[src/rtl/ring_flit_pkg.sv]
// Ring flit framing shared by the directory-controller reply upload and download blocks.
// Flit/message geometry, ctrl codes and download FSM encoding.
package ring_flit_pkg;

  localparam int FLIT_W    = 16;
  localparam int MAX_FLITS = 11;
  localparam int MSG_W     = FLIT_W * MAX_FLITS;

  localparam logic [1:0] CTRL_IDLE = 2'b00;
  localparam logic [1:0] CTRL_HEAD = 2'b01;
  localparam logic [1:0] CTRL_BODY = 2'b10;
  localparam logic [1:0] CTRL_TAIL = 2'b11;

  localparam logic [1:0] ST_IDLE = 2'b00;
  localparam logic [1:0] ST_BUSY = 2'b01;
  localparam logic [1:0] ST_FULL = 2'b10;

  typedef enum logic [1:0] {
    S_IDLE = ST_IDLE,
    S_BUSY = ST_BUSY,
    S_FULL = ST_FULL
  } dl_state_t;

  localparam logic [3:0] CNT_MAX = 4'(MAX_FLITS);
  localparam logic [3:0] NUM_MAX = 4'(MAX_FLITS - 1);

endpackage

[src/rtl/dc_rep_download_if.sv]
// Flit stream in / assembled reply out bundle for dc_rep_download.
// slave = download block, master = ring FIFO plus reply consumer.
interface dc_rep_download_if;
  import ring_flit_pkg::*;

  logic [FLIT_W-1:0] flit_in;
  logic              v_flit_in;
  logic [1:0]        ctrl_in;
  logic              flit_rdy;
  logic [MSG_W-1:0]  flits_rep;
  logic              v_flits_rep;
  logic [3:0]        flits_num;
  logic              rep_taken;

  modport master (
    output flit_in, v_flit_in, ctrl_in, rep_taken,
    input  flit_rdy, flits_rep, v_flits_rep, flits_num
  );

  modport slave (
    input  flit_in, v_flit_in, ctrl_in, rep_taken,
    output flit_rdy, flits_rep, v_flits_rep, flits_num
  );

endinterface

[src/rtl/flit_slot_writer.sv]
// Inserts one flit into slot idx of a left-aligned message vector.
// Slot k occupies [MSG_W-1-FLIT_W*k -: FLIT_W]; idx >= MAX_FLITS writes nothing.
module flit_slot_writer
  import ring_flit_pkg::*;
(
  input  logic [MSG_W-1:0]  base,
  input  logic [FLIT_W-1:0] flit,
  input  logic [3:0]        idx,
  output logic [MSG_W-1:0]  vec
);

  always_comb begin
    vec = base;
    for (int k = 0; k < MAX_FLITS; k++) begin
      if (idx == 4'(k))
        vec[MSG_W-1-FLIT_W*k -: FLIT_W] = flit;
    end
  end

endmodule

[src/rtl/dc_rep_download.sv]
// Reply download: reassembles head/body/tail flits into one held message.
// Optional err_cnt output enabled by DC_REP_DOWNLOAD_ERR_CNT_EN.
module dc_rep_download
  import ring_flit_pkg::*;
(
  input  logic              clk,
  input  logic              rst,
  dc_rep_download_if.slave  bus,
  output logic [1:0]        dc_rep_download_state,
  output logic              err_flag
`ifdef DC_REP_DOWNLOAD_ERR_CNT_EN
  ,
  output logic [7:0]        err_cnt
`endif
);

  dl_state_t        state, state_n;
  logic [MSG_W-1:0] rep, rep_n;
  logic             v_rep, v_rep_n;
  logic [3:0]       num, num_n;
  logic [3:0]       cnt, cnt_n;
  logic             err_n;

  logic             rdy;
  logic             acc;
  logic             append;
  logic [MSG_W-1:0] wr_base;
  logic [3:0]       wr_idx;
  logic [MSG_W-1:0] wr_vec;

  assign rdy = (state != S_FULL);
  assign acc = bus.v_flit_in && rdy && (bus.ctrl_in != CTRL_IDLE);

  // Only a body/tail in BUSY extends the message; all else starts at slot 0
  assign append  = (state == S_BUSY) && (bus.ctrl_in != CTRL_HEAD);
  assign wr_base = append ? rep : '0;
  assign wr_idx  = append ? cnt : 4'd0;

  flit_slot_writer u_wr (
    .base (wr_base),
    .flit (bus.flit_in),
    .idx  (wr_idx),
    .vec  (wr_vec)
  );

  always_comb begin
    state_n = state;
    rep_n   = rep;
    v_rep_n = v_rep;
    num_n   = num;
    cnt_n   = cnt;
    err_n   = 1'b0;
    unique case (state)
      S_IDLE: begin
        if (acc) begin
          unique case (bus.ctrl_in)
            CTRL_HEAD: begin
              rep_n   = wr_vec;
              cnt_n   = 4'd1;
              state_n = S_BUSY;
            end
            CTRL_TAIL: begin
              rep_n   = wr_vec;
              num_n   = 4'd0;
              v_rep_n = 1'b1;
              state_n = S_FULL;
            end
            default: err_n = 1'b1;
          endcase
        end
      end
      S_BUSY: begin
        if (acc) begin
          unique case (bus.ctrl_in)
            CTRL_HEAD: begin
              err_n = 1'b1;
              rep_n = wr_vec;
              cnt_n = 4'd1;
            end
            CTRL_BODY: begin
              if (cnt == CNT_MAX) begin
                err_n = 1'b1;
              end else begin
                rep_n = wr_vec;
                cnt_n = cnt + 4'd1;
              end
            end
            default: begin
              // Overflowed tail still closes the message
              if (cnt == CNT_MAX) begin
                err_n = 1'b1;
                num_n = NUM_MAX;
              end else begin
                rep_n = wr_vec;
                num_n = cnt;
              end
              v_rep_n = 1'b1;
              state_n = S_FULL;
            end
          endcase
        end
      end
      default: begin
        v_rep_n = 1'b1;
        if (bus.rep_taken) begin
          state_n = S_IDLE;
          cnt_n   = 4'd0;
          v_rep_n = 1'b0;
        end
      end
    endcase
  end

  always_ff @(posedge clk) begin
    if (rst) begin
      state    <= S_IDLE;
      rep      <= '0;
      v_rep    <= 1'b0;
      num      <= 4'd0;
      cnt      <= 4'd0;
      err_flag <= 1'b0;
    end else begin
      state    <= state_n;
      rep      <= rep_n;
      v_rep    <= v_rep_n;
      num      <= num_n;
      cnt      <= cnt_n;
      err_flag <= err_n;
    end
  end

`ifdef DC_REP_DOWNLOAD_ERR_CNT_EN
  always_ff @(posedge clk) begin
    if (rst)
      err_cnt <= 8'd0;
    else if (err_flag && err_cnt != 8'hFF)
      err_cnt <= err_cnt + 8'd1;
  end
`endif

  assign bus.flit_rdy    = rdy;
  assign bus.flits_rep   = rep;
  assign bus.v_flits_rep = v_rep;
  assign bus.flits_num   = num;
  assign dc_rep_download_state = state;

endmodule

[src/flat_wrapper.sv]
// flat-port wrapper written by rule: the top's interface ports become plain ports
module dc_rep_download_flat import ring_flit_pkg::*;
  (clk, rst, dc_rep_download_state, err_flag, bus_flit_in, bus_v_flit_in, bus_ctrl_in, bus_rep_taken, bus_flit_rdy, bus_flits_rep, bus_v_flits_rep, bus_flits_num);
  dc_rep_download_if bus_i ();
  input  logic clk;
  input  logic rst;
  output logic [1:0] dc_rep_download_state;
  output logic err_flag;
  input wire logic [$bits(bus_i.flit_in)-1:0] bus_flit_in;
  input wire logic [$bits(bus_i.v_flit_in)-1:0] bus_v_flit_in;
  input wire logic [$bits(bus_i.ctrl_in)-1:0] bus_ctrl_in;
  input wire logic [$bits(bus_i.rep_taken)-1:0] bus_rep_taken;
  output wire logic [$bits(bus_i.flit_rdy)-1:0] bus_flit_rdy;
  output wire logic [$bits(bus_i.flits_rep)-1:0] bus_flits_rep;
  output wire logic [$bits(bus_i.v_flits_rep)-1:0] bus_v_flits_rep;
  output wire logic [$bits(bus_i.flits_num)-1:0] bus_flits_num;
  assign bus_i.flit_in = bus_flit_in;
  assign bus_i.v_flit_in = bus_v_flit_in;
  assign bus_i.ctrl_in = bus_ctrl_in;
  assign bus_i.rep_taken = bus_rep_taken;
  assign bus_flit_rdy = bus_i.flit_rdy;
  assign bus_flits_rep = bus_i.flits_rep;
  assign bus_v_flits_rep = bus_i.v_flits_rep;
  assign bus_flits_num = bus_i.flits_num;
  dc_rep_download u_core (.clk(clk), .rst(rst), .bus(bus_i), .dc_rep_download_state(dc_rep_download_state), .err_flag(err_flag));
endmodule
[config.mk]
export PLATFORM = sky130hd
export DESIGN_NAME = dc_rep_download_flat
export DESIGN_NICKNAME = d
export VERILOG_FILES = /design/src/rtl/ring_flit_pkg.sv /design/src/rtl/dc_rep_download_if.sv /design/src/rtl/flit_slot_writer.sv /design/src/rtl/dc_rep_download.sv /design/src/flat_wrapper.sv
export SDC_FILE = /design/constraint.sdc
export NUM_CORES = 1
export LEC_CHECK = 0
export BUFFER_PORTS_ARGS = -buffer_cell sky130_fd_sc_hd__buf_4
export CAP_MARGIN = 10
export CELL_PAD_IN_SITES_DETAIL_PLACEMENT = 1
export CELL_PAD_IN_SITES_GLOBAL_PLACEMENT = 1
export CORE_ASPECT_RATIO = 0.6
export CORE_MARGIN = 1.5
export CORE_UTILIZATION = 31
export DETAILED_ROUTE_END_ITERATION = 12
export PLACE_DENSITY = 0.7
export SYNTH_ARGS = -nofsm -noshare
export SYNTH_HDL_FRONTEND = slang
export SYNTH_SLANG_ARGS = --single-unit
[constraint.sdc]
create_clock -name clk -period 2.7 [get_ports clk]
set_clock_uncertainty 0.15 [all_clocks]
set_input_delay 0.54 -clock clk [delete_from_list [all_inputs] [get_ports clk]]
set_output_delay 0.54 -clock clk [all_outputs]
set_load 0.005 [all_outputs]
==> flow_summary_export.csv <==
group,metric,value,unit
floorplan,core_area,21400,um^2
cts,insertion_delay,0.44,ns
run,drv_cap,0,
cts,clock-sinks,188,
min_path,hold_class,"in2reg",
grt,use_met3,0.0671,
grt,top_usage_layer,"met1",
route,dr_total_vias,6145,
place,io_buffers,206,
floorplan,io_pins,207,
floorplan,start_util,0.322,
timing,final.setup.tns,0,ns
timing,tightest_slew,1.19,ns
synth,ys_warn_count,0,
synth,synthArstFlopShare,0,
cts,clk_pin_slew,0.07,ns
route,drcViolationCount,0,
timing,fmax,0.400,GHz
floorplan,dieArea,23100,um^2
synth,ys_top_cells_by_area,"dfxtp_1 (55%), nand4_1 (6.4%), a22o_1 (6.2%), o21ai_0 (4.8%), mux2i_1 (4.7%)",
floorplan,die_x,195,um
synth,synth_nets,700,
synth,yosysMostFrequentCell,"dfxtp_1",
final_layout,diodes,0,
place,dp_slack,-0.183,ns
timing,finalCritPeriodShare,0.926,
timing,fin_hold_ws,0.294,ns
synth,synthMuxAreaShare,0.0482,
final_layout,multi_input_area,2870,um^2
critical_path,worst_ep_arrival_time,2.73,ns
synth,synth_edf_count,0,
synth,yosys-top-cells-count,"dfxtp_1 (188), nand4_1 (70), o21ai_0 (66), a22o_1 (49), clkbuf_1 (45)",
grt,grt_max_degree,81,
synth,synthSimpleGateAreaFrac,0.179,
synth,synth_top_area_frac,0.547,
timing,slew_viol_final,0,
cts,cts_made_buffers,17,
grt,met1_usage,0.332,
final_layout,fin_nets,906,
timing,finalSetupViolCount,0,
synth,synth_top_area_cell,"dfxtp_1",
synth,yosysSeqAreaShare,0.547,
synth,synth_xor_area_frac,0,
pwr,ir_worst_vdd,0.459,mV
route,drt_iter0_drc,358,
critical_path,cp-end-kind,"register",
synth,synth_top_family_by_area,"simple AND/OR/NAND/NOR gates",
cts,cts_resized,0,
status,status,"finished, final reports clean",
grt,grt_use_total,0.230,
synth,ys_types,43,
critical_path,critPathMaxFanout,16,
timing,slew_headroom,0.201,
timing,rsz0062_at_grt,"false",
timing,layout_setup_ws,0.199,ns
timing,hold_viol_final,0,
route,firstDrtPassIters,4,
synth,synthFlopType,"dfxtp_1",
synth,synth_fa_ha_area_frac,0.00909,
route,wl_per_cell,22.5,um
cts,hold_buffers,0,
timing,min_period,2.50,ns
floorplan,die_height,118,um
pwr,power_density,597,nW/um^2
final_layout,fillerInstances,2416,
grt,grt-ovfl-total,0,
place,dp_hpwl,18300,um
cts,cts_tree,"built",
cts,cts_setup_buffers,0,
final_layout,post-route-util,0.446,
final_layout,register_area,3760,um^2
critical_path,start_kind,"register",
grt,grt_first_pass_wirelength,39900,um
route,ant_nets,0,
synth,syn-instance-count,673,
critical_path,crit_type,"reg2reg",
final_layout,syn2layout_area_growth,38.6,%
synth,syn-cell-area,6880,um^2
synth,yosys_register_bits,188,
route,drt_wl_total,26300,um
final_layout,drive_gt1_frac,0.355,
place,place_congestion,0.800,
pwr,leakagePower,4.13,nW
critical_path,required,2.93,ns
cts,htreeDepth,4,
floorplan,row_count,41,
grt,use_met2,0.328,
synth,synth.avg_cell_area,10.2,um^2
synth,synth-compound-area-share,0.173,
cts,root_buffer,"clkbuf_16",
grt,grt_pass1_vias,6366,
grt,antenna_found_initial,0,
route,via_per_inst,5.25,
cts,clk_path_buf_depth,2,
-- critical path, cell delays in order, from the launching register on --
cell,delay [ns]
dfxtp_1,0.64
nand2b_1,0.22
a21oi_1,0.18
nor3_2,0.98
a22o_1,0.27
-- per-layer routing --
layer  share of wire  vias to the layer above
met5               0                        -
met4           0.011                        0
met3           0.077                       22
met2            0.42                      213
met1            0.49                     3004
li1                -                     2906
-- kinds of logic after synthesis --
logic type               count (synthesis)
adder cells (fa/ha/maj)                  5
multiplexers                            33
AO/OA/AOI/OAI                          169
buffers and inverters                   70
flip-flops                             188
AND/OR/NAND/NOR                        208
-- metrics by stage --
stage                     power, W  instances  area (um^2)
final                      0.00570       1170         9540
after CTS                  0.00575       1169         9530
after detailed placement   0.00325       1138         8960
after global routing       0.00589       1170         9540
after global placement     0.00325       1138         8960
after floorplan            0.00305        673         6920
-- power breakdown --
part / switching [W] / internal (W) / total, W
clock: 0.00111 / 0.00140 / 0.00251
sequential: 0.0000155 / 0.00279 / 0.00280
combinational: 0.000254 / 0.000130 / 0.000384
total: 0.00138 / 0.00432 / 0.00570
-- worst paths after layout --
path                                                     start                                           end  slack [ns]  cells past startpoint
setup / recovery  u_core.dc_rep_download_state[0]$_SDFFE_PP0P_        u_core.bus.flits_rep[159]$_SDFFE_PP0P_        0.20                      4
hold / removal                                   bus_rep_taken  u_core.dc_rep_download_state[1]$_SDFFE_PP0P_        0.29                      4
setup reg to reg  u_core.dc_rep_download_state[0]$_SDFFE_PP0P_        u_core.bus.flits_rep[159]$_SDFFE_PP0P_        0.20                      4
hold reg to reg         u_core.bus.flits_rep[174]$_SDFFE_PP0P_        u_core.bus.flits_rep[174]$_SDFFE_PP0P_        0.31                      2
-- registers in the layout, summed over array words and instances (netlist names) --
register / cells
u_core.bus.flits_num: 4
u_core.bus.flits_rep: 176
u_core.bus.v_flits_rep: 1
u_core.cnt: 4
u_core.dc_rep_download_state: 2
u_core.err_flag: 1
-- final cells by class --
class                      count  share of cell area
tap                          279              0.0366
multi-input combinational    415               0.300
clock buffer                  20              0.0479
timing repair buffer         251               0.204
clock inverter                11              0.0126
inverter                       6             0.00380
sequential                   188               0.394
-- placed cells by master, fill, tap and decap left out, drive strengths merged, types with 7 or more instances in the layout --
cell type  instances
a31o              16
mux2i             32
a21oi             11
dfxtp            188
nor3              20
nand2             35
o2bb2ai           15
buf              251
clkbuf            20
clkinv             7
nand2b            10
nor2b             21
a22o              49
nand3             22
nand4             70
o21ai             69
Note: power is estimated with default switching activity, not from simulation.
